### src/rtl/spi_bridge.sv
// Byte-stream to SPI master bridge: framed host bytes are shifted out on MOSI and the
// MISO byte captured in the same transfer is returned on the IN stream.
module spi_bridge #(
  parameter int NUM_CS    = 1,
  parameter int CLK_DIV   = 1,
  parameter int CPOL      = 0,
  parameter int CPHA      = 0,
  parameter int LSB_FIRST = 0
) (
  input  logic              clk_i,
  input  logic              rstn_i,
  input  logic [7:0]        out_data_i,
  input  logic              out_valid_i,
  output logic              out_ready_o,
  output logic [7:0]        in_data_o,
  output logic              in_valid_o,
  input  logic              in_ready_i,
  output logic              sck_o,
  output logic [NUM_CS-1:0] csn_o,
  output logic              mosi_o,
  input  logic              miso_i,
  output logic [2:0]        state_o
);
  localparam int HW = $clog2(CLK_DIV + 1);
  localparam logic [HW-1:0] HLAST = HW'(CLK_DIV - 1);
  localparam logic IDLE_SCK = (CPOL != 0);
  localparam logic SAMPLE_TRAIL = (CPHA != 0);
  localparam logic LSBF = (LSB_FIRST != 0);

  typedef enum logic [2:0] {
    S_IDLE, S_CS_GAP, S_CS_SETUP, S_LOAD, S_SHIFT, S_RESP, S_CS_END
  } state_t;

  state_t        state, state_nxt;
  logic [HW-1:0] hcnt;
  logic [3:0]    bcnt;
  logic [4:0]    len_left;
  logic [1:0]    cs_idx, held_idx, hdr_idx;
  logic          hold_q, held;
  logic [7:0]    tx_sr, rx_sr, rx_next;
  logic          timed, tick, out_fire, in_fire, cs_ok, lead;

  function automatic logic [NUM_CS-1:0] cs_decode(input logic [1:0] idx);
    logic [NUM_CS-1:0] v;
    for (int i = 0; i < NUM_CS; i++) v[i] = (idx != 2'(i));
    return v;
  endfunction

  function automatic logic head_bit(input logic [7:0] b);
    return LSBF ? b[0] : b[7];
  endfunction

  function automatic logic [7:0] advance(input logic [7:0] b);
    return LSBF ? {1'b0, b[7:1]} : {b[6:0], 1'b0};
  endfunction

  // Both streams use valid/ready: a byte moves on a rising clk edge where valid && ready;
  // valid holds with data stable until it moves, and ready never depends on valid.
  assign out_fire = out_valid_i && out_ready_o;
  assign in_fire  = in_valid_o && in_ready_i;
  assign hdr_idx  = out_data_i[6:5];
  assign timed    = (state == S_CS_GAP) || (state == S_CS_SETUP) ||
                    (state == S_SHIFT) || (state == S_CS_END);
  assign tick     = timed && (hcnt == HLAST);
  assign lead     = !bcnt[0];
  assign cs_ok    = ({1'b0, cs_idx} < 3'(NUM_CS));
  assign rx_next  = LSBF ? {miso_i, rx_sr[7:1]} : {rx_sr[6:0], miso_i};

  always_ff @(posedge clk_i or negedge rstn_i) begin
    if (!rstn_i) state <= S_IDLE;
    else         state <= state_nxt;
  end

  always_comb begin
    state_nxt = state;
    case (state)
      S_IDLE: begin
        if (out_fire) begin
          if (held && hdr_idx != held_idx) state_nxt = S_CS_GAP;
          else if (held)                   state_nxt = S_LOAD;
          else                             state_nxt = S_CS_SETUP;
        end
      end
      S_CS_GAP:   if (tick) state_nxt = S_CS_SETUP;
      S_CS_SETUP: if (tick) state_nxt = S_LOAD;
      S_LOAD:     if (out_fire) state_nxt = S_SHIFT;
      S_SHIFT:    if (tick && bcnt == 4'd15) state_nxt = S_RESP;
      S_RESP:     if (in_fire) state_nxt = (len_left == 5'd0) ? S_CS_END : S_LOAD;
      S_CS_END:   if (tick) state_nxt = S_IDLE;
      default:    state_nxt = S_IDLE;
    endcase
  end

  // Gated by reset so the bridge refuses bytes for as long as reset is held.
  always_comb begin
    out_ready_o = rstn_i && ((state == S_IDLE) || (state == S_LOAD));
    state_o     = state;
  end

  always_ff @(posedge clk_i or negedge rstn_i) begin
    if (!rstn_i) begin
      hcnt       <= '0;
      bcnt       <= '0;
      len_left   <= '0;
      cs_idx     <= '0;
      held_idx   <= '0;
      hold_q     <= 1'b0;
      held       <= 1'b0;
      tx_sr      <= '0;
      rx_sr      <= '0;
      sck_o      <= IDLE_SCK;
      csn_o      <= '1;
      mosi_o     <= 1'b0;
      in_data_o  <= '0;
      in_valid_o <= 1'b0;
    end else begin
      hcnt <= (tick || !timed || state_nxt != state) ? '0 : hcnt + HW'(1);
      case (state)
        S_IDLE: begin
          if (out_fire) begin
            cs_idx   <= hdr_idx;
            hold_q   <= out_data_i[7];
            len_left <= out_data_i[4:0];
            if (held && hdr_idx != held_idx) csn_o <= '1;
            else                             csn_o <= cs_decode(hdr_idx);
          end
        end
        S_CS_GAP: if (tick) csn_o <= cs_decode(cs_idx);
        S_LOAD: begin
          if (out_fire) begin
            bcnt  <= '0;
            rx_sr <= '0;
            // With leading-edge sampling the first bit must already be on MOSI.
            if (SAMPLE_TRAIL) begin
              tx_sr <= out_data_i;
            end else begin
              mosi_o <= head_bit(out_data_i);
              tx_sr  <= advance(out_data_i);
            end
          end
        end
        S_SHIFT: begin
          if (tick) begin
            sck_o <= ~sck_o;
            bcnt  <= bcnt + 4'd1;
            if (lead != SAMPLE_TRAIL) rx_sr <= rx_next;
            if (SAMPLE_TRAIL ? lead : (!lead && bcnt != 4'd15)) begin
              mosi_o <= head_bit(tx_sr);
              tx_sr  <= advance(tx_sr);
            end
            if (bcnt == 4'd15) begin
              in_valid_o <= 1'b1;
              in_data_o  <= !cs_ok ? 8'hFF : (SAMPLE_TRAIL ? rx_next : rx_sr);
            end
          end
        end
        S_RESP: begin
          if (in_fire) begin
            in_valid_o <= 1'b0;
            if (len_left != 5'd0) len_left <= len_left - 5'd1;
          end
        end
        S_CS_END: begin
          if (tick) begin
            held     <= hold_q;
            held_idx <= cs_idx;
            if (!hold_q) csn_o <= '1;
          end
        end
        default: ;
      endcase
    end
  end
endmodule
### config.mk
export PLATFORM = sky130hd
export DESIGN_NAME = spi_bridge
export DESIGN_NICKNAME = d
export VERILOG_FILES = /design/src/rtl/spi_bridge.sv
export SDC_FILE = /design/constraint.sdc
export NUM_CORES = 1
export LEC_CHECK = 0
export CORE_MARGIN = 2
export CORE_UTILIZATION = 47
export CTS_BUF_LIST = sky130_fd_sc_hd__clkbuf_8
export DETAILED_ROUTE_END_ITERATION = 8
export GPL_ROUTABILITY_DRIVEN = 0
export GPL_TIMING_DRIVEN = 0
export PLACE_DENSITY = 0.69
export SYNTH_ARGS = -nofsm -noshare
export SYNTH_HDL_FRONTEND = slang
export SYNTH_SLANG_ARGS = --single-unit
### constraint.sdc
create_clock -name clk_i -period 2.62 [get_ports clk_i]
set_clock_uncertainty 0.15 [all_clocks]
set_input_delay 0.393 -clock clk_i [delete_from_list [all_inputs] [get_ports clk_i]]
set_output_delay 0.393 -clock clk_i [all_outputs]
set_load 0.02 [all_outputs]
==> results of run 1 <==
[worst paths after layout]
kind,startpoint,to,slack (ns)
min in group asynchronous,rstn_i,csn_o,0.48
worst min register to register,sck_o,sck_o,0.32
worst min-delay path,sck_o,sck_o,0.32
max in group asynchronous,rstn_i,mosi_o,0.45
worst max register to register,state_o[0],tx_sr[2],0.49
worst max-delay path,state_o[0],out_ready_o,0.13
[per-stage QoR]
| step | instances | setup TNS (ns) | utilization, % |
|---|---|---|---|
| 5_1_grt | 342 | 0 | 59.3 |
| 2_1_floorplan | 237 | 0 | - |
| 4_1_cts | 342 | 0 | 59.1 |
| 3_5_place_dp | 333 | -0.0155 | 57.0 |
| 6_report | 342 | 0 | 59.3 |
| 3_3_place_gp | 332 | -67.46 | 56.6 |
[cell type report]
| class | instances | area [sq um] | share of cell area [%] |
|---|---|---|---|
| Sequential cell | 46 | 1150 | 41.1 |
| Multi-Input combinational cell | 168 | 1050 | 37.4 |
| Timing Repair Buffer | 31 | 315 | 11.2 |
| Tap cell | 67 | 83.8 | 2.99 |
| Buffer | 10 | 71.3 | 2.54 |
| Clock buffer | 5 | 68.8 | 2.46 |
| Inverter | 12 | 45.0 | 1.61 |
| Clock inverter | 3 | 17.5 | 0.625 |
[flip-flops by register name, summed over array words and instances, names as in the netlist]
name        cells
held_idx        2
hold_q          1
held            1
len_left        5
tx_sr           7
rx_sr           8
cs_idx          2
sck_o           1
bcnt            4
mosi_o          1
state_o         3
csn_o           1
hcnt            1
in_data_o       8
in_valid_o      1
[worst reg2reg max path, delay by kind of cell (launching register included)]
| family | cells | cell delay [ns] |
|---|---|---|
| AND/OR/NAND/NOR | 2 | 0.64 |
| buffers and inverters | 1 | 0.25 |
| AO/OA/AOI/OAI | 2 | 0.40 |
| flip-flops | 1 | 0.55 |
[synthesized netlist by cell type, drive strengths merged]
master	count	share of area (%)
dfrtp	45	49
o21ai	31	6.7
nand2	29	4.7
nor2	21	4.2
nand3	13	2.8
a31oi	12	3.2
inv	12	1.9
mux2i	8	3.5
buf	7	2.6
a21oi	6	1.3
mux2	5	2.4
clkbuf	4	0.65
and2	3	0.81
ha	3	1.6
nand2b	3	0.81
o22a	3	1.1
and3	2	0.54
and3b	2	0.76
nand4	2	0.54
nor3	2	0.43
o211ai	2	0.65
or3	2	0.54
or4b	2	1.0
xor2	2	0.76
a221o	1	0.43
a221oi	1	0.38
a22o	1	0.38
a22oi	1	0.32
a32oi	1	0.38
a41oi	1	0.38
and4b	1	0.43
conb	1	0.16
dfstp	1	1.1
nand3b	1	0.32
nand4b	1	0.38
nor3b	1	0.32
nor4b	1	0.65
o22ai	1	0.27
o2bb2ai	1	1.2
xnor2	1	0.38
[where the power goes]
group          internal [mW]  switching [mW]  leakage (nW)  total [mW]
combinational          0.476           0.535         0.591        1.01
clock                  0.185           0.253        0.0493       0.438
sequential             0.940           0.211         0.594        1.15
[timing repair]
| action | in CTS | in global routing |
|---|---|---|
| hold endpoints to repair | 22 | 0 |
| hold buffers | 2 | 0 |
| cloned | 0 | 0 |
| gates resized for setup | 0 | 2 |
| pin swaps | 0 | 0 |
| setup endpoints to repair | 1 | 9 |
[layer usage]
layer  share of wire, %  up-vias  track usage, %  wire length (um)
met4                1.3        0            6.06                63
met1                 46      900            25.9              2210
li1                   -      912               -                 -
met3                4.1        8            4.74               195
met5                  0        -               0                 0
met2                 48       38            31.3              2300
[logic make-up (layout without fill, tap and decap cells)]
| kind of cell | count (synthesis) | in the layout |
|---|---|---|
| simple gates | 86 | 86 |
| fa+ha+maj | 3 | 3 |
| xor+xnor | 3 | 3 |
| mux | 13 | 13 |
| buf+inv | 23 | 61 |
| flops | 46 | 46 |
| other cells | 1 | 1 |
| compound gates | 62 | 62 |
==> results.py, run 1 <==
metrics = {
    "outcome": {
        "status": "finished clean",
    },
    "timing": {
        "hold_viol": 0,
        "fmax_ghz": 0.402,
        "setup_viol": 0,
        "tightestPinTransition_ns": 0.969,
        "hold_slack_ns": 0.325,
        "rsz0062_at_grt": "no",
        "setup_slack_ns": 0.134,
        "period_needed_ns": 2.49,
        "maxSlewViolCount": 0,
        "relSlewSlack_pct": 35.2,
        "period_share_pct": 94.9,
    },
    "routing": {
        "num_vias": 1858,
        "ant_nets": 0,
        "drt_iter0_markers": 114,
        "dr.pass1.iters": 4,
        "avgRoutedWirePerCell_um": 13.9,
        "vias_per_cell": 5.43,
        "drt_wl_total_mm": 4.77,
        "route.detailed.drc": 0,
    },
    "layout": {
        "layout-drive-gt1-share_pct": 10.5,
        "fillers": 427,
        "final_area_sq_mm": 0.00280,
        "final_cell_mix": "dfrtp_1 (45), o21ai_0 (31), nand2_1 (28), clkdlybuf4s50_1 (27), nor2_1 (19)",
        "final_common_cell": "dfrtp_1",
        "syn_to_final_growth_pct": 21.3,
        "antenna-diode-count": 0,
        "fin_nets": 290,
    },
    "synthesis": {
        "synthSimpleGateAreaFrac_pct": 19.3,
        "synth_cells": 237,
        "synth_nets": 253,
        "avgSynthCellArea_sq_um": 9.75,
        "synth-compound-area-share_pct": 16.8,
        "synthMuxAreaShare_pct": 5.90,
        "netlist_area_sq_mm": 0.00231,
        "ys_seq_area_share_pct": 49.9,
        "synth_fa_ha_area_share_pct": 1.62,
        "synth_seq_cells": 46,
        "synth.distinct_cells": 45,
        "synth_top_family_by_area": "simple AND/OR/NAND/NOR gates",
        "yosys_warnings": 0,
        "synth_xor_area_share_pct": 1.14,
    },
    "min_path": {
        "hold_path_class": "reg -> reg",
        "min_path_cells": 1,
    },
    "power": {
        "cellPowerDensity_mw_per_mm2": 927,
        "leakagePower_nw": 1.23,
        "power_mw": 2.60,
        "vdd_drop_max_mv": 0.403,
    },
    "worst_setup_path": {
        "crit_chain": "nand2b_1 > and4b_1 > clkdlybuf4s50_1",
        "cp_slowest_cell": "dfrtp_1",
        "slowest_delay_ns": 0.63,
        "start_kind": "register",
        "cp.arrival_ns": 1.94,
        "reg2regPathDepth": 5,
        "cp_top_family": "flip-flops",
        "cp_num_buf_inv": 1,
        "endpoint_kind": "output port",
        "cp.depth": 3,
        "critPathKind": "reg -> out",
        "critical_path.max_fanout": 15,
        "required_ns": 2.08,
    },
    "floorplanning": {
        "start_util_pct": 48.9,
        "io_pins": 29,
        "row_count": 25,
        "die_h_um": 74.1,
        "dieArea_sq_mm": 0.00549,
        "fp.coreArea_sq_mm": 0.00472,
        "fp.dieW_um": 74.1,
    },
    "global_route": {
        "grt_start_max_net_pins": 29,
        "antenna_found_initial": 0,
        "grt_first_pass_wirelength_mm": 8.16,
        "grtUsageTotal_pct": 19.4,
        "grt.overflow.total": 0,
        "grt_pass1_vias": 1725,
    },
    "clock_network": {
        "clock_sinks": 46,
        "h-tree-depth": 2,
        "path_clk_slew_ns": 0.09,
        "insertion_delay_ns": 0.31,
        "cts_root_buffer": "clkbuf_8",
        "cts_made_buffers": 5,
        "clk_path_buf_depth": 2,
        "cts_tree": "done",
        "cts_setup_buffers": 0,
    },
    "placed_design": {
        "hpwlAfterDp_mm": 3.45,
        "dp_slack_ns": -0.0137,
        "placed_area_sq_mm": 0.00269,
        "portBuffers": 28,
    },
    "job": {
        "drv_cap": 0,
    },
}
Power figures use the tool's default switching activity.
==> run 2: changes to the inputs <==
--- a/config.mk
+++ b/config.mk
@@ -5,9 +5,11 @@
 export SDC_FILE = /design/constraint.sdc
 export NUM_CORES = 1
 export LEC_CHECK = 0
+export CAP_MARGIN = 20
 export CORE_MARGIN = 2
 export CORE_UTILIZATION = 47
 export CTS_BUF_LIST = sky130_fd_sc_hd__clkbuf_8
+export CTS_CLUSTER_SIZE = 24
 export DETAILED_ROUTE_END_ITERATION = 8
 export GPL_ROUTABILITY_DRIVEN = 0
 export GPL_TIMING_DRIVEN = 0
==> constraint.sdc (replaced) <==
create_clock -name clk_i -period 2.62 [get_ports clk_i]
set_clock_uncertainty 0.15 [all_clocks]
set_input_delay 0.393 -clock clk_i [delete_from_list [all_inputs] [get_ports clk_i]]
set_output_delay 0.393 -clock clk_i [all_outputs]
set_load 0.05 [all_outputs]
==> run 2 against run 1 <==
Wire length is 0.15% lower. Largest cell class unchanged. Largest power group is now combinational logic. Highest routed layer unchanged. Utilization increased by 0.40 points. Maximum frequency up 2.2%. Flip-flop and latch count did not move. Final cell count increased by 0.58%.
==> results.py, run 2 (same netlist as run 1, synthesis figures left out) <==
metrics = {
    "outcome": {
        "status": "finished clean",
    },
    "worst_setup_path": {
        "required_ns": 2.08,
        "critPathKind": "reg -> out",
        "cp_slowest_cell": "dlygate4sd2_1",
        "crit_chain": "clkbuf_2 > nand2b_1 > and4b_1 > dlygate4sd2_1",
        "critical_path.max_fanout": 10,
        "start_kind": "register",
        "endpoint_kind": "output port",
        "slowest_delay_ns": 0.53,
        "cp.arrival_ns": 1.89,
    },
    "power": {
        "switchingPower_mw": 1.18,
        "vdd_drop_max_mv": 0.417,
        "power_frac_comb_pct": 43.6,
        "internal_power_mw": 1.60,
        "clkPwrFrac_pct": 15.7,
        "leakagePower_nw": 1.25,
        "seq_power_share_pct": 40.7,
        "power_mw": 2.78,
        "cellPowerDensity_mw_per_mm2": 986,
        "netSwitchingFraction_pct": 42.5,
    },
    "floorplanning": {
        "fp.coreArea_sq_mm": 0.00472,
        "io_pins": 29,
        "dieArea_sq_mm": 0.00549,
        "row_count": 25,
        "start_util_pct": 48.9,
        "die_h_um": 74.1,
        "fp.dieW_um": 74.1,
    },
    "routing": {
        "drt_iter0_markers": 107,
        "ant_nets": 0,
        "num_vias": 1878,
        "drt_wl_total_mm": 4.76,
        "route.detailed.drc": 0,
        "avgRoutedWirePerCell_um": 13.8,
        "vias_per_cell": 5.46,
        "dr.pass1.iters": 4,
    },
    "timing": {
        "period_needed_ns": 2.43,
        "fmax_ghz": 0.411,
        "tightestPinTransition_ns": 0.638,
        "setup_viol": 0,
        "maxSlewViolCount": 0,
        "rsz0062_at_grt": "no",
        "relSlewSlack_pct": 57.3,
        "setup_slack_ns": 0.189,
        "hold_viol": 0,
        "setup_tns_ns": 0,
        "period_share_pct": 92.8,
    },
    "clock_network": {
        "insertion_delay_ns": 0.31,
        "clock_sinks": 46,
        "cts_root_buffer": "clkbuf_8",
        "cts_tree": "done",
        "h-tree-depth": 2,
        "clk_path_buf_depth": 2,
        "cts_setup_buffers": 0,
        "cts_made_buffers": 5,
        "path_clk_slew_ns": 0.08,
    },
    "layout": {
        "regArea_sq_mm": 0.00115,
        "syn_to_final_growth_pct": 22.1,
        "fin_nets": 292,
        "layout-drive-gt1-share_pct": 11.2,
        "multi_input_area_sq_mm": 0.00105,
        "top_regs": "in_data_o x8, rx_sr x8, tx_sr x7",
        "final_common_cell": "dfrtp_1",
        "antenna-diode-count": 0,
        "final_cell_mix": "dfrtp_1 (45), o21ai_0 (31), nand2_1 (28), clkdlybuf4s50_1 (26), nor2_1 (19)",
        "fillers": 426,
    },
    "global_route": {
        "grt_pass1_vias": 1739,
        "grtUsageTotal_pct": 19.5,
        "grt_start_max_net_pins": 29,
        "antenna_found_initial": 0,
        "grt_first_pass_wirelength_mm": 8.20,
        "grt.overflow.total": 0,
    },
    "placed_design": {
        "dp_slack_ns": -0.0137,
        "hpwlAfterDp_mm": 3.45,
        "portBuffers": 28,
    },
    "min_path": {
        "hold_path_class": "reg -> reg",
    },
    "job": {
        "drv_cap": 0,
    },
}
==> run 2: changes by cell type in the layout (fill, tap and decap cells not counted), sizes merged <==
cell           previous run  this run
dlygate4sd2               0         1
clkdlybuf4s50            27        26
buf                       9        10
clkbuf                    8         9
==> run 2: layer usage <==
metal,vias to the layer above,GRT usage (%),part of all wire [%]
li1,923,-,-
met1,903,25.9,45
met2,43,31.3,49
met3,9,4.74,4.7
met4,0,6.46,1.3
met5,-,0,0
==> run 2: worst max-delay path: cells and delay by family (launching register included) <==
kind	cells	cell delay [ns]
buf+inv	2	0.78
flops	1	0.44
simple gates	2	0.36
==> run 2: worst paths after layout <==
| check | startpoint | end | slack (ns) | depth (start not counted) |
|---|---|---|---|---|
| max | state_o[0] | out_ready_o | 0.19 | 4 |
| min | sck_o | sck_o | 0.32 | 1 |
| max reg2reg | bcnt[0] | tx_sr[2] | 0.51 | 6 |
| min reg2reg | sck_o | sck_o | 0.32 | 1 |
| max in group asynchronous | rstn_i | mosi_o | 1.01 | 4 |
| min in group asynchronous | rstn_i | csn_o | 0.47 | 2 |
==> run 2: area by class of cell <==
class,instances,share of cell area (%)
flip-flops and latches,46,40.8
plain buffers,11,2.71
clock inverters,3,0.621
repair buffers,32,11.7
multi-input cells,168,37.2
clock buffers,5,2.44
inverters,12,1.60
well taps,67,2.97
==> run 2: power by group through the flow <==
| stage | Sequential (mW) | Clock [mW] | Combinational, mW |
|---|---|---|---|
| finish | 1.13 | 0.436 | 1.21 |
| global route | 1.17 | 0.474 | 1.34 |
| global placement | 1.13 | 0 | 1.19 |
| floorplan | 1.35 | 0 | 0.637 |
| CTS | 1.13 | 0.450 | 1.21 |
| detailed placement | 1.14 | 0 | 1.21 |
==> run 2: per-stage QoR <==
stage | cells | area [sq um] | hold slack (ns) | utilization (%)
2_1_floorplan | 237 | 2310 | -0.0526 | -
3_3_place_gp | 332 | 2680 | 0.311 | 56.6
3_5_place_dp | 333 | 2690 | 0.269 | 57.0
4_1_cts | 343 | 2800 | 0.333 | 59.2
6_report | 344 | 2820 | 0.324 | 59.7
5_1_grt | 344 | 2820 | 0.353 | 59.7
==> run 2: timing repair <==
| action | CTS | global route |
|---|---|---|
| hold endpoints to repair | 22 | 0 |
| gates resized for setup | 1 | 4 |
| endpoints found under the setup margin | 1 | 10 |
| hold buffers | 2 | 0 |
| pin swaps | 0 | 0 |
